==> src/rtl/uart_cmd_pkg.sv <==
// Shared constants for the UART command parser: header bytes, FSM encodings,
// and the low-pass filter register map consumed by the filter register file.
package uart_cmd_pkg;

  localparam logic [7:0] HDR0_DEF = 8'h55;
  localparam logic [7:0] HDR1_DEF = 8'hAA;

  localparam logic [2:0] S_IDLE = 3'd0;
  localparam logic [2:0] S_HDR  = 3'd1;
  localparam logic [2:0] S_ADDR = 3'd2;
  localparam logic [2:0] S_DATH = 3'd3;
  localparam logic [2:0] S_DATL = 3'd4;
  localparam logic [2:0] S_CSUM = 3'd5;

  localparam logic [7:0] ADDR_COEF0  = 8'h00;
  localparam logic [7:0] ADDR_COEF1  = 8'h01;
  localparam logic [7:0] ADDR_COEF2  = 8'h02;
  localparam logic [7:0] ADDR_COEF3  = 8'h03;
  localparam logic [7:0] ADDR_GAIN   = 8'h10;
  localparam logic [7:0] ADDR_BYPASS = 8'h11;

  function automatic logic [7:0] csum8(input logic [7:0] a, input logic [7:0] dh,
                                       input logic [7:0] dl);
    return a ^ dh ^ dl;
  endfunction

endpackage

==> src/rtl/uart_cmd_timeout.sv <==
// Inter-byte timeout: counts up while enabled, clears on byte arrival or when
// disabled, and pulses expire_o on the last cycle unless a byte arrives then.
module uart_cmd_timeout #(
  parameter int unsigned TIMEOUT_CYC = 208320
) (
  input  logic clk_i,
  input  logic rst_i,
  input  logic clr_i,
  input  logic en_i,
  output logic expire_o
);

  localparam int CW = (TIMEOUT_CYC > 1) ? $clog2(TIMEOUT_CYC) : 1;
  localparam logic [CW-1:0] LAST = CW'(TIMEOUT_CYC - 1);

  logic [CW-1:0] cnt_q, cnt_d;

  assign expire_o = en_i & ~clr_i & (cnt_q == LAST);

  always_comb begin
    cnt_d = cnt_q + CW'(1);
    if (clr_i || !en_i || expire_o) cnt_d = '0;
  end

  always_ff @(posedge clk_i or posedge rst_i) begin
    if (rst_i) cnt_q <= '0;
    else       cnt_q <= cnt_d;
  end

endmodule

==> src/rtl/uart_cmd_parser.sv <==
// Decodes 0x55 0xAA ADDR DATA_H DATA_L [CSUM] frames from the UART byte stream into
// register writes. Define UART_CMD_CSUM_EN to require and check the trailing CSUM byte.
module uart_cmd_parser
  import uart_cmd_pkg::*;
#(
  parameter int unsigned TIMEOUT_CYC = 208320,
  parameter logic [7:0]  HDR0        = HDR0_DEF,
  parameter logic [7:0]  HDR1        = HDR1_DEF
) (
  input  logic        I_clk,
  input  logic        I_rst,
  input  logic [7:0]  I_uart_rdata,
  input  logic        I_uart_rvalid,
  output logic [7:0]  O_reg_addr,
  output logic [15:0] O_reg_wdata,
  output logic        O_reg_wr,
  output logic        O_frame_err,
  output logic [7:0]  O_err_cnt,
  output logic        O_busy
);

  logic rst_meta_q, rst_q;
  logic rvalid_q, byte_stb, tmo_expire;
  logic [2:0] state_q, state_d;
  logic [7:0] addr_sh_q, addr_sh_d, dath_sh_q, dath_sh_d;
`ifdef UART_CMD_CSUM_EN
  logic [7:0] datl_sh_q, datl_sh_d;
`endif
  logic [7:0]  reg_addr_q, reg_addr_d, err_cnt_q, err_cnt_d;
  logic [15:0] reg_wdata_q, reg_wdata_d;
  logic        reg_wr_q, reg_wr_d, frame_err_q, frame_err_d;

  // Reset asserts immediately but releases on a clock edge.
  always_ff @(posedge I_clk or posedge I_rst) begin
    if (I_rst) {rst_meta_q, rst_q} <= 2'b11;
    else       {rst_meta_q, rst_q} <= {1'b0, rst_meta_q};
  end

  assign byte_stb = I_uart_rvalid & ~rvalid_q;

  uart_cmd_timeout #(.TIMEOUT_CYC(TIMEOUT_CYC)) u_timeout (
    .clk_i    (I_clk),
    .rst_i    (rst_q),
    .clr_i    (byte_stb),
    .en_i     (state_q != S_IDLE),
    .expire_o (tmo_expire)
  );

  always_comb begin
    state_d     = state_q;
    addr_sh_d   = addr_sh_q;
    dath_sh_d   = dath_sh_q;
`ifdef UART_CMD_CSUM_EN
    datl_sh_d   = datl_sh_q;
`endif
    reg_addr_d  = reg_addr_q;
    reg_wdata_d = reg_wdata_q;
    reg_wr_d    = 1'b0;
    frame_err_d = 1'b0;
    if (tmo_expire) begin
      state_d     = S_IDLE;
      frame_err_d = 1'b1;
    end else if (byte_stb) begin
      case (state_q)
        S_IDLE: if (I_uart_rdata == HDR0) state_d = S_HDR;
        S_HDR: begin
          if (I_uart_rdata == HDR1)      state_d = S_ADDR;
          else if (I_uart_rdata == HDR0) state_d = S_HDR;
          else                           state_d = S_IDLE;
        end
        S_ADDR: begin
          addr_sh_d = I_uart_rdata;
          state_d   = S_DATH;
        end
        S_DATH: begin
          dath_sh_d = I_uart_rdata;
          state_d   = S_DATL;
        end
`ifdef UART_CMD_CSUM_EN
        S_DATL: begin
          datl_sh_d = I_uart_rdata;
          state_d   = S_CSUM;
        end
        S_CSUM: begin
          state_d = S_IDLE;
          if (I_uart_rdata == csum8(addr_sh_q, dath_sh_q, datl_sh_q)) begin
            reg_addr_d  = addr_sh_q;
            reg_wdata_d = {dath_sh_q, datl_sh_q};
            reg_wr_d    = 1'b1;
          end else begin
            frame_err_d = 1'b1;
          end
        end
`else
        S_DATL: begin
          state_d     = S_IDLE;
          reg_addr_d  = addr_sh_q;
          reg_wdata_d = {dath_sh_q, I_uart_rdata};
          reg_wr_d    = 1'b1;
        end
`endif
        default: state_d = S_IDLE;
      endcase
    end
    err_cnt_d = err_cnt_q;
    if (frame_err_d && err_cnt_q != 8'hFF) err_cnt_d = err_cnt_q + 8'd1;
  end

  always_ff @(posedge I_clk or posedge rst_q) begin
    if (rst_q) begin
      rvalid_q    <= 1'b0;
      state_q     <= S_IDLE;
      addr_sh_q   <= '0;
      dath_sh_q   <= '0;
`ifdef UART_CMD_CSUM_EN
      datl_sh_q   <= '0;
`endif
      reg_addr_q  <= '0;
      reg_wdata_q <= '0;
      reg_wr_q    <= 1'b0;
      frame_err_q <= 1'b0;
      err_cnt_q   <= '0;
    end else begin
      rvalid_q    <= I_uart_rvalid;
      state_q     <= state_d;
      addr_sh_q   <= addr_sh_d;
      dath_sh_q   <= dath_sh_d;
`ifdef UART_CMD_CSUM_EN
      datl_sh_q   <= datl_sh_d;
`endif
      reg_addr_q  <= reg_addr_d;
      reg_wdata_q <= reg_wdata_d;
      reg_wr_q    <= reg_wr_d;
      frame_err_q <= frame_err_d;
      err_cnt_q   <= err_cnt_d;
    end
  end

  assign O_reg_addr  = reg_addr_q;
  assign O_reg_wdata = reg_wdata_q;
  assign O_reg_wr    = reg_wr_q;
  assign O_frame_err = frame_err_q;
  assign O_err_cnt   = err_cnt_q;
  assign O_busy      = (state_q != S_IDLE);

endmodule

==> config.mk <==
export PLATFORM = sky130hd
export DESIGN_NAME = uart_cmd_parser
export DESIGN_NICKNAME = d
export VERILOG_FILES = /design/src/rtl/uart_cmd_pkg.sv /design/src/rtl/uart_cmd_timeout.sv /design/src/rtl/uart_cmd_parser.sv
export SDC_FILE = /design/constraint.sdc
export NUM_CORES = 1
export LEC_CHECK = 0
export CAP_MARGIN = 15
export CORE_MARGIN = 1
export CORE_UTILIZATION = 46
export CTS_BUF_LIST = sky130_fd_sc_hd__clkbuf_16
export CTS_CLUSTER_DIAMETER = 150
export DETAILED_ROUTE_END_ITERATION = 10
export PLACE_DENSITY = 0.71
export SYNTH_ARGS = -nofsm -noshare
export SYNTH_HDL_FRONTEND = slang
export SYNTH_HIERARCHICAL = 1
export SYNTH_SLANG_ARGS = --single-unit
export TNS_END_PERCENT = 5
==> constraint.sdc <==
create_clock -name I_clk -period 2.5 [get_ports I_clk]
set_clock_uncertainty 0.2 [all_clocks]
set_input_delay 0.25 -clock I_clk [delete_from_list [all_inputs] [get_ports I_clk]]
set_output_delay 0.25 -clock I_clk [all_outputs]
set_load 0.03 [all_outputs]
# ---- Word level (Yosys, flattened, before mapping)
# Index checks and enable logic that the tools add are counted.
dict set report classes {
  addsub 2
  eq_ne 9
  muxes 11
  bitwise_logic 6
  reduce_logical 11
}
# cell n
set op_table {}
lappend op_table {{18-bit by 1-bit adder with 18-bit output, second input constant} 1}
lappend op_table {{18-bit equality test, second input constant} 1}
lappend op_table {{18-bit 2-to-1 mux} 1}
lappend op_table {{3-bit case mux with 4 select lines} 1}
lappend op_table {{3-bit 2-to-1 mux} 3}
lappend op_table {{3-bit AND reduction} 3}
lappend op_table {{8-bit by 1-bit adder with 8-bit output, second input constant} 1}
lappend op_table {{8-bit by 7-bit equality test with 1-bit output, second input constant} 1}
lappend op_table {{8-bit equality test, second input constant} 1}
lappend op_table {{8-bit inequality test, second input constant} 1}
lappend op_table {{3-bit by 2-bit equality test with 1-bit output, second input constant} 2}
lappend op_table {{1-bit 2-to-1 mux} 5}
lappend op_table {{1-bit AND} 3}
lappend op_table {{3-bit by 1-bit equality test with 1-bit output, second input constant} 1}
lappend op_table {{3-bit equality test, second input constant} 1}
lappend op_table {{3-bit logical NOT} 1}
lappend op_table {{3-bit by 2-bit inequality test with 1-bit output, second input constant} 1}
lappend op_table {{1-bit inverter} 3}
lappend op_table {{3-bit nonzero test} 1}
lappend op_table {{1-bit logical OR} 2}
lappend op_table {{2-bit 2-to-1 mux} 1}
lappend op_table {{2-bit AND reduction} 1}
lappend op_table {{2-bit nonzero test} 1}
lappend op_table {{1-bit logical AND} 1}
lappend op_table {{1-bit logical NOT} 1}
dict set report word_totals {
  ff_bits 74
  out_inout_bits 35
  wordCells 51
}

# ---- Longest topological paths before layout
# Gate-level depths: netlist of the first run.
dict set report logic_depth {
  depth_word 7
  mapped_depth 9
  mapped_depth_nobuf 8
}

# ---- Hierarchy
# The synthesis of the first run kept the hierarchy.
# mod instances cells_each area_per_inst_um2 seq_area_each_um2
set by_module_without_submodules {}
lappend by_module_without_submodules {uart_cmd_parser 1 156 2334.7 1403.8}
lappend by_module_without_submodules {uart_cmd_timeout 1 93 923.4 450.4}

# ---- Worst setup path before layout of the first run
# OpenSTA, ideal clock, no wires.
dict set report synth_timing {
  path_kind {flip-flop to flip-flop}
  start {register u_timeout.cnt_q[0]}
  end {register dath_sh_q[0]}
  setup_time_ns 0.125
  arrival_time_ns 2.346
  slack_ns -0.171
  stages_incl_launch_ff 8
  path_buffers 1
  period_less_slack_ns 2.671
  path_cell_list {dfrtp_1 > ha_1 > and4_1 > nand4_1 > nor4b_1 > clkbuf_1 > nand4b_1 > mux2_2}
}
dict set report synth_between {
  elab_chain_cells 4
}
# item line
set synth_lines {}
lappend synth_lines {{start: declaration} uart_cmd_timeout.sv:16} ;# logic [CW-1:0] cnt_q, cnt_d;
lappend synth_lines {{start signal: assignment} uart_cmd_timeout.sv:27} ;# else cnt_q <= cnt_d;
lappend synth_lines {{18-bit equality test} uart_cmd_timeout.sv:18} ;# assign expire_o = en_i & ~clr_i & (cnt_q == LAST);
lappend synth_lines {{1-bit AND} uart_cmd_timeout.sv:18}
lappend synth_lines {{1-bit inverter (no source line)} -}
lappend synth_lines {{3-bit AND reduction (no source line)} -}
lappend synth_lines {{end signal: assignment} uart_cmd_parser.sv:127} ;# dath_sh_q <= dath_sh_d;
lappend synth_lines {{end: declaration} uart_cmd_parser.sv:25} ;# logic [7:0] addr_sh_q, addr_sh_d, dath_sh_q, dath_sh_d;
# Every way passes these cells.
# A chain may end at the register's enable or synchronous reset.

# ---- Final worst setup path of the first run
dict set report layout_timing {
  start {register u_timeout.cnt_q[1]}
  end {register addr_sh_q[0]}
}
dict set report layout_between {
  elab_chain_cells 4
}
# item line
set layout_lines {}
lappend layout_lines {{18-bit equality test} uart_cmd_timeout.sv:18}
lappend layout_lines {{1-bit AND} uart_cmd_timeout.sv:18}
lappend layout_lines {{1-bit inverter (no source line)} -}
lappend layout_lines {{3-bit AND reduction (no source line)} -}
lappend layout_lines {{end signal: assignment} uart_cmd_parser.sv:126} ;# addr_sh_q <= addr_sh_d;
lappend layout_lines {{end: declaration} uart_cmd_parser.sv:25}
# Every way passes these cells.

==> impl_metrics.env, run 1 <==
export IMPL_cellPowerDensity_nw_per_um2=577
export IMPL_finalCritPeriodShare=0.940
export IMPL_wl_met1_um=2890
export IMPL_combPwrFrac=0.026
export IMPL_worst_path_stages=8
export IMPL_dpl_instance_area_um2=3980
export IMPL_area_growth_pct=34.1
export IMPL_wl_per_cell_um=14.7
export IMPL_pwr_share_seq=0.477
export IMPL_power_internal_w=0.00200
export IMPL_final_nets=339
export IMPL_coreArea_um2=6830
export IMPL_htree_num_levels=3
export IMPL_diodes=0
export IMPL_path_clk_slew_ns=0.06
export IMPL_setup_ws_ns=0.149
export IMPL_wl_um=6250
export IMPL_ant_nets=0
export IMPL_async_flop_share=1.00
export IMPL_grt_max_degree=25
export IMPL_slew_viol_final=0
export IMPL_syn_area_per_cell_um2=13.1
export IMPL_min_period_ns=2.35
export IMPL_rsz0062_at_grt="true"
export IMPL_outcome="complete, no violations"
export IMPL_postCtsHoldBufs=0
export IMPL_p_switching_w=0.000525
export IMPL_hold_ws_ns=0.0366
export IMPL_crit_path_cell_trace="ha_2, and4_4, nand4_1, nor4b_2, buf_4, nand4b_1, buf_4, mux2_2"
export IMPL_synth_edf_count=0
export IMPL_cp_slowest_cell="dfrtp_1"
export IMPL_top_layer_used="met4"
export IMPL_die_h_um=86.2
export IMPL_drive_above_1_share=0.303
export IMPL_final_area_um2=4370
export IMPL_drt_pass1_iterations=4
export IMPL_place_hpwl_um=4230
export IMPL_hold_violations=0
export IMPL_finalSetupViolCount=0
export IMPL_nFillCells=545
export IMPL_start_util=0.477
export IMPL_synth_most_common_cell="dfrtp_1"
export IMPL_rows=30
export IMPL_clkLatencyLatePin_ns=0.33
export IMPL_cts_sinks=74
export IMPL_startpoint_type="flip-flop"
export IMPL_clockBufferDepth=2
export IMPL_pin_count=46
export IMPL_arrival_ns=2.36
export IMPL_synth_top_area_share=0.553
export IMPL_place_gp_congestion=0.890
export IMPL_fmax_mhz=425
export IMPL_cpMostUsedCell="buf_4"
export IMPL_cp_top_family="simple AND/OR/NAND/NOR gates"
export IMPL_drc=0
export IMPL_io_buffer_count=45
export IMPL_grt_pass1_vias=2188
export IMPL_ys_warn_count=6
export IMPL_ctsRootBufferMaster="clkbuf_16"
export IMPL_grt_usage=0.185
export IMPL_vias=2168
export IMPL_peakVddDrop_v=0.000380
export IMPL_crit_required_ns=2.51
export IMPL_ys_types=39
export IMPL_synth_top_cell_by_area="dfrtp_1"
export IMPL_drtIter0Drc=109
export IMPL_synth_area_um2=3260
export IMPL_p_leak_nw=2.06
export IMPL_synth_nets=262
export IMPL_hold_path_class="flip-flop to async pin"
export IMPL_cap_violations=0
export IMPL_power_frac_clock=0.497
export IMPL_worst_r2r_cell_count=8
export IMPL_slew_headroom=0.545
export IMPL_die_w_um=86.2
export IMPL_antenna_found_initial=0
export IMPL_synth_ff_type="dfrtp_1"
export IMPL_ys_top_cells_by_count="72 x dfrtp_1, 24 x mux2_2, 23 x nor2_1"
export IMPL_pre_cts_ws_ns=0.0668
export IMPL_cpPeakStageDelay_ns=0.35
export IMPL_worst_pin_slew_ns=0.682
export IMPL_cts_tree="built"
export IMPL_worstSetupPathType="flip-flop to flip-flop"
export IMPL_synthCells=249
export IMPL_endpoint_kind="flip-flop"
export IMPL_grt_first_pass_wirelength_um=10500
export IMPL_rrSetupSlack_ns=0.15
export IMPL_path_buf_inv=2
export IMPL_dieArea_um2=7420
export IMPL_wl_met3_um=243
export IMPL_wl_met2_um=3020
export IMPL_ys_seq_area_frac=0.569
export IMPL_p_sw_frac=0.208
export IMPL_cts_buffers_inserted=9
export IMPL_overflow=0
export IMPL_synth_area_top_cells="dfrtp_1 55%, mux2_4 8.8%, mux2_2 8.3%"
export IMPL_ys_seq_elements=74
export IMPL_path_max_fanout=8
export IMPL_via_per_inst=5.09
==> per-stage QoR <==
| stage | TNS, ns | total power (W) | cells | util |
|---|---|---|---|---|
| 6_report | 0 | 0.00252 | 426 | 0.639 |
| 2_1_floorplan | 0 | 0.00125 | 249 | - |
| 5_1_grt | -0.169 | 0.00261 | 426 | 0.639 |
| 3_3_place_gp | 0 | 0.00129 | 408 | 0.582 |
| 4_1_cts | 0 | 0.00255 | 423 | 0.625 |
| 3_5_place_dp | 0 | 0.00129 | 408 | 0.582 |
==> cell families (layout without fill, tap and decap cells) <==
logic type,count (synthesis),in the layout,share of synthesized area
AND/OR/NAND/NOR,79,79,0.136
other,1,1,0.00115
AO/OA/AOI/OAI,17,17,0.0380
flip-flops,74,74,0.569
buffers and inverters,17,98,0.0349
adder cells (fa/ha/maj),2,2,0.00768
multiplexers,43,43,0.171
XOR/XNOR,16,16,0.0430
==> sequential cells by signal, summed over array words and instances, names as in the netlist <==
register         cells
dath_sh_q            8
O_err_cnt            8
addr_sh_q            8
rst_q                1
u_timeout/cnt_q     18
state_q              3
O_reg_wdata         16
rst_meta_q           1
O_reg_wr             1
rvalid_q             1
O_reg_addr           8
O_frame_err          1
==> cells in the final DEF, fill, tap and decap left out, drive strengths merged, types with 3 or more instances in the layout <==
cell           instances
dfrtp                 72
clkdlybuf4s50         45
nor4                   6
nand3                  8
mux2                  43
a21oi                  4
o21ai                  3
nor3                   6
nand4                 10
buf                   27
nor2                  23
a31oi                  3
clkinv                 4
clkbuf                 9
nor2b                  3
nand2                 10
inv                   11
nand4b                 3
xnor2                 11
xor2                   5
==> cell type report <==
cell class,instances,area (um2),share of cell area
sequential,74,1850,0.425
multi-input combinational,158,1380,0.315
tap,96,120,0.0275
timing repair buffer,72,682,0.156
clock inverter,6,68.8,0.0158
inverter,11,41.3,0.00945
clock buffer,9,225,0.0516
==> worst paths after layout <==
kind,start,endpoint
max,u_timeout/cnt_q[1],addr_sh_q[0]
min,rst_q,O_reg_addr[5]
max reg2reg,u_timeout/cnt_q[1],addr_sh_q[0]
min reg2reg,rst_q,O_reg_addr[5]
max in group asynchronous,rst_q,dath_sh_q[0]
min in group I_clk,rst_meta_q,rst_q
==> metal layers <==
layer,global-route usage,up-vias
met5,0,-
met4,0.0864,0
met3,0.0366,9
met2,0.292,52
met1,0.246,1067
li1,-,1040
==> what timing repair did <==
item | CTS | global route
setup endpoints to repair | 0 | 41
setup buffers | 0 | 3
resized for setup | 0 | 20
==> power by group through the flow <==
stage	logic, W	registers (W)	clock network (W)
after floorplan	0.0000255	0.00122	0
after CTS	0.0000682	0.00120	0.00128
after global placement	0.0000672	0.00122	0
after global routing	0.0000755	0.00120	0.00133
after detailed placement	0.0000676	0.00122	0
final	0.0000666	0.00120	0.00125
(Power assumes the default switching activity.)
==> run 2: changes to the inputs <==
ABC_AREA = 1   (was default)
PLACE_DENSITY = 0.7   (was 0.71)
==> run 2 against run 1 <==
  * Critical path depth increased by 3
  * Hold slack better by 0.017 ns
  * Via count increased by 25%
  * Combinational power increased to 19 times the previous value
  * First-iteration DRC count shrank 21%
  * Highest routed layer unchanged
  * Sequential power increased by 41%
  * Routed wire length grew 11%
  * Utilization is 3.8 points lower
==> impl_metrics.env, run 2 <==
export IMPL_path_max_fanout=11
export IMPL_wl_um=6960
export IMPL_ys_warn_count=6
export IMPL_rrSetupSlack_ns=0.26
export IMPL_rsz0062_at_grt="false"
export IMPL_syn_area_per_cell_um2=8.70
export IMPL_crit_path_cell_trace="ha_1, nand3_2, nor2_4, nand3_2, nor3_4, inv_1, a21oi_1, buf_4, nand2_1, nand2_1, nand2_1"
export IMPL_drive_above_1_share=0.134
export IMPL_antenna_found_initial=0
export IMPL_synthCells=403
export IMPL_finalSetupViolCount=0
export IMPL_die_w_um=89.3
export IMPL_synth_top_cell_by_area="dfrtp_1"
export IMPL_grt_pass1_vias=2680
export IMPL_grt_usage=0.203
export IMPL_area_growth_pct=25.0
export IMPL_path_buf_inv=2
export IMPL_rows=31
export IMPL_tns_ns=0
export IMPL_drc=0
export IMPL_overflow=0
export IMPL_startpoint_type="flip-flop"
export IMPL_worstSetupPathType="flip-flop to flip-flop"
export IMPL_clockBufferDepth=2
export IMPL_cap_violations=0
export IMPL_cpMostUsedCell="nand2_1"
export IMPL_hold_violations=0
export IMPL_fmax_mhz=446
export IMPL_coreArea_um2=7290
export IMPL_dieArea_um2=7980
export IMPL_vias=2718
export IMPL_peakVddDrop_v=0.000534
export IMPL_pin_count=46
export IMPL_cts_sinks=74
export IMPL_cts_buffers_inserted=9
export IMPL_place_gp_congestion=0.832
export IMPL_pre_cts_ws_ns=0.162
export IMPL_final_cell_mix="137 x nand2_1, 72 x dfrtp_1, 45 x clkdlybuf4s50_1"
export IMPL_grt_first_pass_wirelength_um=12200
export IMPL_drt_pass1_iterations=4
export IMPL_mostFrequentLayoutCell="nand2_1"
export IMPL_arrival_ns=2.26
export IMPL_via_per_inst=4.85
export IMPL_slew_viol_final=0
export IMPL_diodes=0
export IMPL_hold_path_class="primary input to async pin"
export IMPL_ys_seq_area_frac=0.529
export IMPL_synth_top_area_share=0.514
export IMPL_ant_nets=0
export IMPL_ys_types=32
export IMPL_synth_nets=416
export IMPL_clkLatencyLatePin_ns=0.33
export IMPL_wl_met3_um=273
export IMPL_finalPower_w=0.00427
export IMPL_cellPowerDensity_nw_per_um2=975
export IMPL_synth_edf_count=0
export IMPL_wl_per_cell_um=12.4
export IMPL_grt_max_degree=55
export IMPL_cp_slowest_cell="dfrtp_1"
export IMPL_die_h_um=89.3
export IMPL_synth_area_um2=3510
export IMPL_hold_ws_ns=0.0539
export IMPL_ctsRootBufferMaster="clkbuf_16"
export IMPL_start_util=0.481
export IMPL_cp_top_family="simple AND/OR/NAND/NOR gates"
export IMPL_final_cells=560
export IMPL_htree_num_levels=3
export IMPL_ys_seq_elements=74
export IMPL_worst_pin_slew_ns=0.658
export IMPL_cpPeakStageDelay_ns=0.36
export IMPL_synth_ff_type="dfrtp_1"
export IMPL_async_flop_share=1.00
export IMPL_drtIter0Drc=86
export IMPL_largest_reg_flops=18
export IMPL_synth_most_common_cell="nand2_1"
export IMPL_outcome="complete, no violations"
export IMPL_top_register="u_timeout/cnt_q"
export IMPL_postCtsHoldBufs=0
export IMPL_wl_met2_um=3360
export IMPL_top_layer_used="met4"
export IMPL_path_clk_slew_ns=0.06
export IMPL_synth_area_top_cells="dfrtp_1 51%, nand2_1 15%, nor2_1 4.5%"
export IMPL_nFillCells=664
export IMPL_final_nets=470
export IMPL_slew_headroom=0.561
export IMPL_ys_top_cells_by_count="137 x nand2_1, 72 x dfrtp_1, 42 x nor2_1"
export IMPL_place_hpwl_um=4960
export IMPL_wl_met1_um=3210
export IMPL_cts_tree="built"
export IMPL_finalCritPeriodShare=0.897
export IMPL_p_leak_nw=2.07
export IMPL_dp_cells=545
export IMPL_min_period_ns=2.24
export IMPL_setup_ws_ns=0.257
export IMPL_endpoint_kind="flip-flop"
export IMPL_io_buffer_count=45
export IMPL_crit_required_ns=2.52
==> run 2: what timing repair did <==
action,4_1_cts,5_1_grt
buffers inserted,0,0
setup endpoints to repair,0,6
gates resized for setup,0,1
==> run 2: layout make-up <==
| type | instances | area (um2) | area share |
|---|---|---|---|
| Sequential cell | 74 | 1850 | 0.423 |
| Clock inverter | 6 | 82.6 | 0.0188 |
| Inverter | 37 | 144 | 0.0328 |
| Tap cell | 99 | 124 | 0.0283 |
| Clock buffer | 9 | 225 | 0.0514 |
| Timing Repair Buffer | 51 | 520 | 0.119 |
| Multi-Input combinational cell | 284 | 1430 | 0.327 |
==> run 2: stage by stage <==
stage | utilization | instance area, um2
after floorplan | - | 3510
after global placement | 0.558 | 4070
after detailed placement | 0.558 | 4070
after CTS | 0.600 | 4380
after global routing | 0.601 | 4380
final | 0.601 | 4380
==> run 2: worst paths after layout <==
check	from	end	depth (start not counted)
worst max-delay path	u_timeout/cnt_q[1]	O_err_cnt[5]	11
worst min-delay path	I_rst	rst_q	2
worst max register to register	u_timeout/cnt_q[1]	O_err_cnt[5]	11
worst min register to register	rst_q	u_timeout/cnt_q[1]	1
max in group asynchronous	rst_q	rvalid_q	2
min in group I_clk	rst_meta_q	rst_q	0
==> run 2: kinds of logic (layout without fill, tap and decap cells) <==
group | after synthesis | after routing | share of synthesized area
flip-flops | 74 | 74 | 0.529
other | 1 | 1 | 0.00107
XOR/XNOR | 13 | 13 | 0.0325
AO/OA/AOI/OAI | 34 | 34 | 0.0674
buffers and inverters | 45 | 103 | 0.0656
AND/OR/NAND/NOR | 234 | 234 | 0.298
adder cells (fa/ha/maj) | 2 | 2 | 0.00713
==> run 2: power by group <==
part	switching (W)	leakage, nW	internal (W)
Clock	0.000469	0.143	0.000860
Combinational	0.000759	0.954	0.000497
Sequential	0.000205	0.978	0.00148
Total	0.00143	2.07	0.00284
==> run 2: metal layers <==
| metal | GRT usage | vias up |
|---|---|---|
| met1 | 0.255 | 1279 |
| met2 | 0.330 | 57 |
| met3 | 0.0582 | 12 |
| met5 | 0 | - |
| li1 | - | 1370 |
| met4 | 0.0880 | 0 |
==> run 3: changes to the inputs <==
CORE_ASPECT_RATIO = 0.7   (was default)
CORE_MARGIN = default   (was 1)
RECOVER_POWER = 25   (was default)
==> run 3 against run 2 <==
  * Hold slack improved by 0.10 ns
  * Clock power shrank 8%
  * Combinational power hardly changed
  * Total power shrank 2.8%
  * Fmax shrank 2.4%
  * Design area fell by 1.0%
  * Routed wire length up 3.2%
  * Count of clock-buffer cells in the layout is the same
  * Via count shrank 1.9%
  * Sequential share of layout area rose by 0.44 points
  * Global-route usage grew 0.36 points
  * Sequential power barely moved
  * Critical path type unchanged
  * Largest cell class unchanged
  * Largest power group unchanged
==> impl_metrics.env, run 3 (same netlist as run 2, synthesis figures left out) <==
export IMPL_p_switching_w=0.00143
export IMPL_cpMostUsedCell="nand2_1"
export IMPL_path_clk_slew_ns=0.06
export IMPL_grt_max_degree=50
export IMPL_worstSetupPathType="flip-flop to flip-flop"
export IMPL_drc=0
export IMPL_clkLatencyLatePin_ns=0.33
export IMPL_slew_viol_final=0
export IMPL_drt_pass1_iterations=4
export IMPL_arrival_ns=2.32
export IMPL_io_buffer_count=45
export IMPL_coreArea_um2=7350
export IMPL_diodes=0
export IMPL_wl_per_cell_um=12.8
export IMPL_postCtsHoldBufs=1
export IMPL_pin_count=46
export IMPL_startpoint_type="flip-flop"
export IMPL_drtIter0Drc=133
export IMPL_p_leak_nw=2.06
export IMPL_final_cells=561
export IMPL_place_gp_congestion=0.846
export IMPL_cellPowerDensity_nw_per_um2=958
export IMPL_cts_buffers_inserted=9
export IMPL_power_internal_w=0.00272
export IMPL_place_hpwl_um=5140
export IMPL_cp_slowest_cell="dfrtp_1"
export IMPL_finalSetupViolCount=0
export IMPL_finalPower_w=0.00416
export IMPL_largest_reg_flops=18
export IMPL_area_growth_pct=23.7
export IMPL_dieArea_um2=7980
export IMPL_crit_required_ns=2.52
export IMPL_vias=2666
export IMPL_drive_above_1_share=0.134
export IMPL_nFillCells=656
export IMPL_cpPeakStageDelay_ns=0.41
export IMPL_top_register="u_timeout/cnt_q"
export IMPL_worst_pin_slew_ns=0.720
export IMPL_post_cts_buffers=0
export IMPL_ant_nets=0
export IMPL_hold_path_class="flip-flop to flip-flop"
export IMPL_hold_violations=0
export IMPL_tns_ns=0
export IMPL_clockBufferDepth=2
export IMPL_cp_top_family="simple AND/OR/NAND/NOR gates"
export IMPL_crit_path_cell_trace="ha_1, nand3_2, nor2_4, nand3_2, nor3_2, buf_4, inv_1, a21oi_1, buf_4, nand2_1, nand2_1, nand2_1"
export IMPL_cap_violations=0
export IMPL_die_h_um=75.1
export IMPL_rsz0062_at_grt="false"
export IMPL_path_max_fanout=11
export IMPL_die_w_um=106
export IMPL_path_buf_inv=3
export IMPL_rows=26
export IMPL_finalCritPeriodShare=0.919
export IMPL_slew_headroom=0.520
export IMPL_min_period_ns=2.30
export IMPL_htree_num_levels=3
export IMPL_wl_um=7180
export IMPL_cts_sinks=74
export IMPL_pwr_share_seq=0.409
export IMPL_cts_resized=0
export IMPL_via_per_inst=4.75
export IMPL_start_util=0.477
export IMPL_grt_usage=0.207
export IMPL_ctsRootBufferMaster="clkbuf_16"
export IMPL_p_sw_frac=0.345
export IMPL_peakVddDrop_v=0.000559
export IMPL_hold_ws_ns=0.158
export IMPL_final_cell_mix="137 x nand2_1, 72 x dfrtp_1, 43 x clkdlybuf4s50_1"
export IMPL_power_frac_clock=0.296
export IMPL_fin_util=0.590
export IMPL_dp_cells=544
export IMPL_mostFrequentLayoutCell="nand2_1"
export IMPL_outcome="complete, no violations"
export IMPL_combPwrFrac=0.296
export IMPL_overflow=0
export IMPL_final_nets=471
export IMPL_grt_first_pass_wirelength_um=12500
export IMPL_endpoint_kind="flip-flop"
export IMPL_grt_pass1_vias=2611
export IMPL_fmax_mhz=435
export IMPL_cts_tree="built"
export IMPL_antenna_found_initial=0
run 3: cell count changes in the layout (fill, tap and decap cells not counted), sizes merged:
| cell | previous run | this run |
|---|---|---|
| buf | 6 | 5 |
| bufinv | 2 | 1 |
| clkbuf | 9 | 10 |
| clkdlybuf4s50 | 45 | 43 |
| clkinv | 2 | 5 |
| clkinvlp | 2 | 1 |
| dlygate4sd3 | 0 | 3 |
run 3: metrics by stage:
stage                     area (um2)  setup slack [ns]
final                           4340             0.202
after global routing            4340            0.0458
after detailed placement        4060             0.145
after CTS                       4350             0.199
after floorplan                 3510             0.199
after global placement          4060             0.199
run 3: power by group through the flow:
stage	clock network, W	logic [W]	registers, W
floorplan	0	0.000621	0.00192
global placement	0	0.00121	0.00171
detailed placement	0	0.00124	0.00171
CTS	0.00126	0.00125	0.00170
global route	0.00132	0.00136	0.00174
finish	0.00123	0.00123	0.00170
run 3: final timing paths:
| path | slack, ns | cells past startpoint | to | start |
|---|---|---|---|---|
| hold / removal | 0.16 | 0 | rst_q | rst_meta_q |
| setup reg to reg | 0.20 | 12 | O_err_cnt[6] | u_timeout/cnt_q[0] |
| min in group asynchronous | 0.18 | 1 | u_timeout/cnt_q[0] | rst_q |
| max in group asynchronous | 0.64 | 3 | O_err_cnt[5] | rst_q |
| hold reg to reg | 0.16 | 0 | rst_q | rst_meta_q |
| setup / recovery | 0.20 | 12 | O_err_cnt[6] | u_timeout/cnt_q[0] |
run 3: area by class of cell:
type | instances | area [um2] | share of cell area
flip-flops and latches | 74 | 1850 | 0.427
inverters | 37 | 144 | 0.0332
multi-input cells | 284 | 1430 | 0.329
repair buffers | 52 | 505 | 0.116
clock inverters | 7 | 60.1 | 0.0138
clock buffers | 9 | 225 | 0.0519
well taps | 98 | 123 | 0.0283
run 3: worst reg2reg max path, delay by kind of cell, from the launching register on:
family / cells / cell delay [ns]
flip-flops: 1 / 0.41
AND/OR/NAND/NOR: 7 / 0.79
adder cells (fa/ha/maj): 1 / 0.22
buffers and inverters: 3 / 0.45
AO/OA/AOI/OAI: 1 / 0.12
run 3: per-layer routing:
metal  track usage  up-vias  wire length (um)
li1              -     1377                 -
met4        0.0648        0                51
met1         0.285     1241              3800
met5             0        -                 0
met2         0.317       43              3080
met3        0.0641        5               251
